[src/rtl/seg_status_display.sv]
// Seven-segment status/time driver: recorder-state glyph, transient event glyph and decimal elapsed seconds.
// Build option: define SEG_LEADING_ZERO_BLANK_EN to blank leading zero time digits (units digit always shown).
module seg_status_display #(
  parameter int NUM_DIGITS = 8,
  parameter int TIME_W     = 20,
  parameter int CLK_HZ     = 50_000_000,
  parameter int BLINK_MS   = 500,
  parameter int FLASH_MS   = 300
) (
  input  logic                    i_clk,
  input  logic                    i_rst,
  input  logic [TIME_W-1:0]       i_time,
  input  logic                    i_time_valid,
  input  logic [2:0]              i_stat,
  input  logic [15:0]             i_input_event,
  output logic [7*NUM_DIGITS-1:0] o_seg,
  output logic                    o_busy
);

  localparam int TD        = NUM_DIGITS - 2;
  localparam int MS_CYCLES = (CLK_HZ / 1000 < 1) ? 1 : CLK_HZ / 1000;
  localparam int MS_W      = (MS_CYCLES > 1) ? $clog2(MS_CYCLES) : 1;
  localparam int BL_W      = (BLINK_MS > 1) ? $clog2(BLINK_MS) : 1;
  localparam int HOLD_W    = $clog2(FLASH_MS + 1);
  localparam int BIT_W     = $clog2(TIME_W + 1);

  localparam logic [6:0] G_DASH  = 7'h3F;
  localparam logic [6:0] G_P     = 7'h0C;
  localparam logic [6:0] G_H     = 7'h09;
  localparam logic [6:0] G_S     = 7'h12;
  localparam logic [6:0] G_R     = 7'h2F;
  localparam logic [6:0] G_E     = 7'h06;
  localparam logic [6:0] G_BLANK = 7'h7F;

  function automatic logic [63:0] pow10(input int n);
    logic [63:0] p;
    p = 64'd1;
    for (int i = 0; i < n; i++) p = p * 64'd10;
    return p;
  endfunction

  localparam logic [63:0]     SAT_LIMIT = pow10(TD);
  localparam logic [4*TD-1:0] ALL_NINES = {TD{4'h9}};

  function automatic logic [6:0] digit_glyph(input logic [3:0] d);
    logic [6:0] g;
    case (d)
      4'd0: g = 7'h40;
      4'd1: g = 7'h79;
      4'd2: g = 7'h24;
      4'd3: g = 7'h30;
      4'd4: g = 7'h19;
      4'd5: g = 7'h12;
      4'd6: g = 7'h02;
      4'd7: g = 7'h78;
      4'd8: g = 7'h00;
      4'd9: g = 7'h10;
      default: g = G_BLANK;
    endcase
    return g;
  endfunction

  // ---------------- 1 ms prescaler and blink phase ----------------
  logic [MS_W-1:0] ms_cnt_reg;
  logic            tick;
  logic [BL_W-1:0] blink_cnt_reg;
  logic            blink_phase_reg;

  assign tick = (ms_cnt_reg == MS_W'(MS_CYCLES - 1));

  always_ff @(posedge i_clk or posedge i_rst) begin
    if (i_rst) begin
      ms_cnt_reg <= '0;
    end else if (tick) begin
      ms_cnt_reg <= '0;
    end else begin
      ms_cnt_reg <= ms_cnt_reg + 1'b1;
    end
  end

  // Phase runs freely so a stat change never restarts the blink cadence.
  always_ff @(posedge i_clk or posedge i_rst) begin
    if (i_rst) begin
      blink_cnt_reg   <= '0;
      blink_phase_reg <= 1'b0;
    end else if (tick) begin
      if (blink_cnt_reg == BL_W'(BLINK_MS - 1)) begin
        blink_cnt_reg   <= '0;
        blink_phase_reg <= ~blink_phase_reg;
      end else begin
        blink_cnt_reg <= blink_cnt_reg + 1'b1;
      end
    end
  end

  // ---------------- event glyph hold ----------------
  logic [3:0]        ev_code_in;
  logic              ev_load;
  logic [3:0]        ev_code_reg;
  logic [HOLD_W-1:0] hold_cnt_reg;
  logic              unused_event_bits;

  assign ev_code_in        = i_input_event[15:12];
  assign ev_load           = (ev_code_in >= 4'd1) && (ev_code_in <= 4'd4);
  assign unused_event_bits = ^i_input_event[11:0];

  always_ff @(posedge i_clk or posedge i_rst) begin
    if (i_rst) begin
      ev_code_reg  <= '0;
      hold_cnt_reg <= '0;
    end else if (ev_load) begin
      ev_code_reg  <= ev_code_in;
      hold_cnt_reg <= HOLD_W'(FLASH_MS);
    end else if (tick && (hold_cnt_reg != '0)) begin
      hold_cnt_reg <= hold_cnt_reg - 1'b1;
    end
  end

  // ---------------- binary -> BCD conversion FSM ----------------
  typedef enum logic [1:0] {
    ST_IDLE,
    ST_SHIFT,
    ST_COMMIT
  } state_t;

  state_t            state_reg, state_next;
  logic [TIME_W-1:0] bin_reg, bin_next;
  logic [4*TD-1:0]   work_reg, work_next;
  logic [BIT_W-1:0]  bit_cnt_reg, bit_cnt_next;
  logic              sat_reg, sat_next;
  logic              pend_valid_reg, pend_valid_next;
  logic [TIME_W-1:0] pend_val_reg, pend_val_next;
  logic [4*TD-1:0]   bcd_reg, bcd_next;
  logic              busy_reg, busy_next;
  logic [4*TD-1:0]   adj;
  logic              start;
  logic [TIME_W-1:0] start_val;

  genvar gi;
  generate
    for (gi = 0; gi < TD; gi++) begin : g_dabble
      logic [3:0] d;
      assign d = work_reg[4*gi +: 4];
      assign adj[4*gi +: 4] = (d >= 4'd5) ? d + 4'd3 : d;
    end
  endgenerate

  always_comb begin
    state_next      = state_reg;
    bin_next        = bin_reg;
    work_next       = work_reg;
    bit_cnt_next    = bit_cnt_reg;
    sat_next        = sat_reg;
    pend_valid_next = pend_valid_reg;
    pend_val_next   = pend_val_reg;
    bcd_next        = bcd_reg;
    busy_next       = (state_reg != ST_IDLE);
    start           = 1'b0;
    start_val       = i_time;

    case (state_reg)
      ST_IDLE: begin
        if (i_time_valid) start = 1'b1;
      end
      ST_SHIFT: begin
        if (i_time_valid) begin
          pend_valid_next = 1'b1;
          pend_val_next   = i_time;
        end
        work_next    = {adj[4*TD-2:0], bin_reg[TIME_W-1]};
        bin_next     = bin_reg << 1;
        bit_cnt_next = bit_cnt_reg + 1'b1;
        if (bit_cnt_reg == BIT_W'(TIME_W - 1)) state_next = ST_COMMIT;
      end
      ST_COMMIT: begin
        bcd_next = sat_reg ? ALL_NINES : work_reg;
        // A strobe landing on the commit cycle is newer than the pending slot.
        if (i_time_valid || pend_valid_reg) begin
          start           = 1'b1;
          start_val       = i_time_valid ? i_time : pend_val_reg;
          pend_valid_next = 1'b0;
        end else begin
          state_next = ST_IDLE;
        end
      end
      default: state_next = ST_IDLE;
    endcase

    if (start) begin
      state_next   = ST_SHIFT;
      bin_next     = start_val;
      work_next    = '0;
      bit_cnt_next = '0;
      sat_next     = (64'(start_val) >= SAT_LIMIT);
    end
  end

  always_ff @(posedge i_clk or posedge i_rst) begin
    if (i_rst) begin
      state_reg      <= ST_IDLE;
      bin_reg        <= '0;
      work_reg       <= '0;
      bit_cnt_reg    <= '0;
      sat_reg        <= 1'b0;
      pend_valid_reg <= 1'b0;
      pend_val_reg   <= '0;
      bcd_reg        <= '0;
      busy_reg       <= 1'b0;
    end else begin
      state_reg      <= state_next;
      bin_reg        <= bin_next;
      work_reg       <= work_next;
      bit_cnt_reg    <= bit_cnt_next;
      sat_reg        <= sat_next;
      pend_valid_reg <= pend_valid_next;
      pend_val_reg   <= pend_val_next;
      bcd_reg        <= bcd_next;
      busy_reg       <= busy_next;
    end
  end

  // ---------------- segment assembly ----------------
  logic [6:0]              stat_glyph;
  logic [6:0]              ev_glyph;
  logic [7*NUM_DIGITS-1:0] seg_next;
  logic [7*NUM_DIGITS-1:0] seg_reg;

  always_comb begin
    stat_glyph = G_E;
    case (i_stat)
      3'd0:    stat_glyph = G_DASH;
      3'd1:    stat_glyph = G_P;
      3'd2:    stat_glyph = blink_phase_reg ? G_BLANK : G_P;
      3'd3:    stat_glyph = G_R;
      3'd4:    stat_glyph = blink_phase_reg ? G_BLANK : G_R;
      default: stat_glyph = G_E;
    endcase
  end

  always_comb begin
    ev_glyph = G_BLANK;
    if (hold_cnt_reg != '0) begin
      case (ev_code_reg)
        4'd1:    ev_glyph = G_P;
        4'd2:    ev_glyph = G_H;
        4'd3:    ev_glyph = G_S;
        4'd4:    ev_glyph = G_R;
        default: ev_glyph = G_BLANK;
      endcase
    end
  end

  assign seg_next[7*(NUM_DIGITS-1) +: 7] = stat_glyph;
  assign seg_next[7*TD +: 7]             = ev_glyph;

`ifdef SEG_LEADING_ZERO_BLANK_EN
  logic [TD:0] zero_from;
  assign zero_from[TD] = 1'b1;
  generate
    for (gi = 0; gi < TD; gi++) begin : g_time_lz
      assign zero_from[gi] = (bcd_reg[4*gi +: 4] == 4'd0) && zero_from[gi+1];
      if (gi == 0) begin : g_units
        assign seg_next[6:0] = digit_glyph(bcd_reg[3:0]);
      end else begin : g_upper
        assign seg_next[7*gi +: 7] = zero_from[gi] ? G_BLANK : digit_glyph(bcd_reg[4*gi +: 4]);
      end
    end
  endgenerate
`else
  generate
    for (gi = 0; gi < TD; gi++) begin : g_time
      assign seg_next[7*gi +: 7] = digit_glyph(bcd_reg[4*gi +: 4]);
    end
  endgenerate
`endif

  always_ff @(posedge i_clk or posedge i_rst) begin
    if (i_rst) begin
      seg_reg <= '1;
    end else begin
      seg_reg <= seg_next;
    end
  end

  assign o_seg  = seg_reg;
  assign o_busy = busy_reg;

endmodule

[config.mk]
export PLATFORM = sky130hd
export DESIGN_NAME = seg_status_display
export DESIGN_NICKNAME = d
export VERILOG_FILES = /design/src/rtl/seg_status_display.sv
export SDC_FILE = /design/constraint.sdc
export NUM_CORES = 1
export LEC_CHECK = 0
export CORE_ASPECT_RATIO = 0.5
export CORE_MARGIN = 1
export CORE_UTILIZATION = 55
export DETAILED_ROUTE_END_ITERATION = 8
export PLACE_DENSITY = 0.77
export SETUP_SLACK_MARGIN = 0.05
export SLEW_MARGIN = 10
export SYNTH_ARGS = -nofsm -noshare
export SYNTH_HDL_FRONTEND = slang
export SYNTH_SLANG_ARGS = --single-unit
[constraint.sdc]
create_clock -name i_clk -period 8.23 [get_ports i_clk]
set_clock_uncertainty 0.2 [all_clocks]
set_input_delay 1.646 -clock i_clk [delete_from_list [all_inputs] [get_ports i_clk]]
set_output_delay 1.646 -clock i_clk [all_outputs]
set_load 0.05 [all_outputs]
==> out/qor.csv <==
metric,value,unit
synth-seq-cells,191,
rows,33,
cts_root_buf,clkbuf_16,
layout-drive-gt1-share,11.4,%
worstHoldStart,ms_cnt_reg[0]$_DFF_PP0_,
synthTopCellsByCount,"nand2_1 (145), dfrtp_1 (137), a21oi_1 (67), nor2_1 (60), o21ai_0 (57)",
seq_power_share,40.7,%
cts_tree,done,
antenna_cells,0,
regToRegSetupSlack,5.73,ns
start_util,56.4,%
hold_path_class,reg -> reg,
clkLatencyLatePin,0.42,ns
ir_drop,196,uV
synth-edff-count,0,
finalMaxSlewViolations,0,
rsz0062_at_grt,no,
yosysTopAreaCell,dfrtp_1,
ant_nets,0,
grt_max_degree,115,
syn-num-nets,1016,
r2r-end,sat_reg$_DFFE_PP0N_,
vias_per_cell,5.56,
clk_pin_slew,0.07,ns
syn_inst,928,
core_area,16400,um2
grt_pass1_vias,6586,
start_kind,input port,
syn_to_final_growth,16.9,%
combPwrFrac,36.3,%
worst_setup_path_end_kind,register,
maxCapViolCount,0,
relSlewSlack,28.2,%
synth.cell_area,9270,um2
cp_data_arrival_time,3.96,ns
rr_worst_depth,4,
dpl.hpwl,11700,um
drc_errors,0,
min_path_cells,1,
pwr-share-clk,23.0,%
drt_iter0_markers,432,
yosysSeqAreaShare,52.3,%
overflow,0,
p_leak,4.68,nW
grtUsageMet2,37.6,%
track_usage,22.2,%
postCtsSetupRepairBufs,0,
dieWidth,186,um
synthArstFlopShare,100,%
syn_area_per_cell,9.99,um2
synth_top_area_share,37.0,%
use_met3,4.30,%
internal_power,0.00228,W
cp_slowest_stage_delay,0.81,ns
synth.area.top_cells,"dfrtp_1 (37%), dfstp_2 (15%), ha_1 (6.2%), nand2_1 (5.9%), a21oi_1 (3.6%)",
synth_most_common_cell,nand2_1,
hold_viol,0,
worst_pin_slew,1.08,ns
tns,0,ns
hold_slack,0.267,ns
grt_util_met1,28.9,%
h-tree-depth,4,
critPathKind,in -> reg,
portBuffers,85,
busiest_layer,met2,
crit_slowest_cell,nand4bb_1,
ys_types,63,
finalPower,0.00369,W
post-route-period-util,46.8,%
cts_buffers,17,
status,completed,
switchingPower,0.00141,W
r2r-start,state_reg[0]$_DFFE_PP0P_,
worstPathMaxFanout,18,
cp_data_required_time,8.34,ns
swShare,38.3,%
dieArea,17400,um2
wl,17800,um
min_to,ms_cnt_reg[0]$_DFF_PP0_,
max_freq,0.260,GHz
synthFlopType,dfrtp_1,
cp_cell_sequence,clkdlybuf4s50_1 -> nand4bb_1 -> mux2i_1 -> o211ai_1 -> a32o_1,
pwr_density_cell,340,nW/um2
dr.pass1.iters,4,
layout_min_cycle_time,3.85,ns
ctsResizeCount,0,
yosys_warnings,0,
die_y,93.8,um
fin_nets,1078,
cts_hold_buf,0,
cts.sinks,191,
num_vias,6833,
cts_max_path_buffers,2,
setup_violations,0,
io_pins,99,
gp_congestion,0.807,
largest_register_ffs,54,
grt_pass1_wl,30600,um
antenna_found_initial,0,
wl_per_cell,14.5,um
[how the worst max path moves through the flow]
stage / startpoint / end / slack [ns] / cells after the start
6_report: i_time_valid / sat_reg$_DFFE_PP0N_ / 4.38 / 5
3_3_place_gp: i_time_valid / sat_reg$_DFFE_PP0N_ / 4.02 / 5
3_5_place_dp: i_time_valid / sat_reg$_DFFE_PP0N_ / 3.95 / 5
2_1_floorplan: i_rst / bcd_reg[0]$_DFFE_PP0N_ / 1.27 / 1
5_1_grt: i_time_valid / sat_reg$_DFFE_PP0N_ / 4.19 / 5
4_1_cts: i_time_valid / sat_reg$_DFFE_PP0N_ / 4.40 / 5
[cells by family after synthesis]
family,synth area share (%)
AOI/OAI and AO/OA,13.3
xor gates and xnor gates,2.64
adders and majority gates,6.21
buffers and inverters,3.98
DFF,52.3
muxes,3.93
other,0.0404
and+or+nand+nor,17.6
[power groups by stage]
stage          Sequential [W]  Combinational, W  Clock [W]
3_5_place_dp          0.00151           0.00134          0
4_1_cts               0.00150           0.00135   0.000865
2_1_floorplan         0.00169          0.000809          0
5_1_grt               0.00154           0.00150   0.000910
3_3_place_gp          0.00150           0.00129          0
6_report              0.00150           0.00134   0.000848
[metal layers]
metal | share of wire [%] | up-vias
met5 | 0 | -
met3 | 3.4 | 15
met1 | 47 | 3372
met2 | 49 | 104
li1 | - | 3342
met4 | 0.67 | 0
[layout by cell type, fill, tap and decap left out, types with 15 or more instances in the layout]
master,Yosys,layout
nor3_1,26,26
inv_1,41,40
dfstp_2,54,54
xor2_1,15,15
nand2b_1,21,21
dfrtp_1,137,137
ha_1,46,46
clkdlybuf4s50_1,0,85
mux2_1,20,20
a21oi_1,67,67
nor2_1,60,59
o22ai_1,15,15
nand3_1,16,16
clkbuf_16,0,17
o21ai_0,57,57
nand2_1,145,145
[through the flow]
step / utilization (%) / instance area [um2] / setup WS (ns) / cells
floorplan: - / 9270 / 1.27 / 928
global placement: 62.3 / 10200 / 4.02 / 1198
detailed placement: 62.3 / 10200 / 3.95 / 1198
CTS: 66.0 / 10800 / 4.40 / 1230
global route: 66.0 / 10800 / 4.19 / 1230
finish: 66.0 / 10800 / 4.38 / 1230
[worst max-delay path, delay by kind of cell]
kind,cells,cell delay (ns)
and+or+nand+nor,1,0.81
buffers and inverters,1,0.57
muxes,1,0.48
AOI/OAI and AO/OA,2,0.46
[layout make-up]
class / count / area, um2
Clock buffer: 18 / 439
Clock inverter: 14 / 169
Fill cell: 1307 / 5590
Inverter: 42 / 163
Multi-Input combinational cell: 649 / 4060
Sequential cell: 191 / 4850
Tap cell: 227 / 284
Timing Repair Buffer: 89 / 881
(Power assumes the default switching activity.)
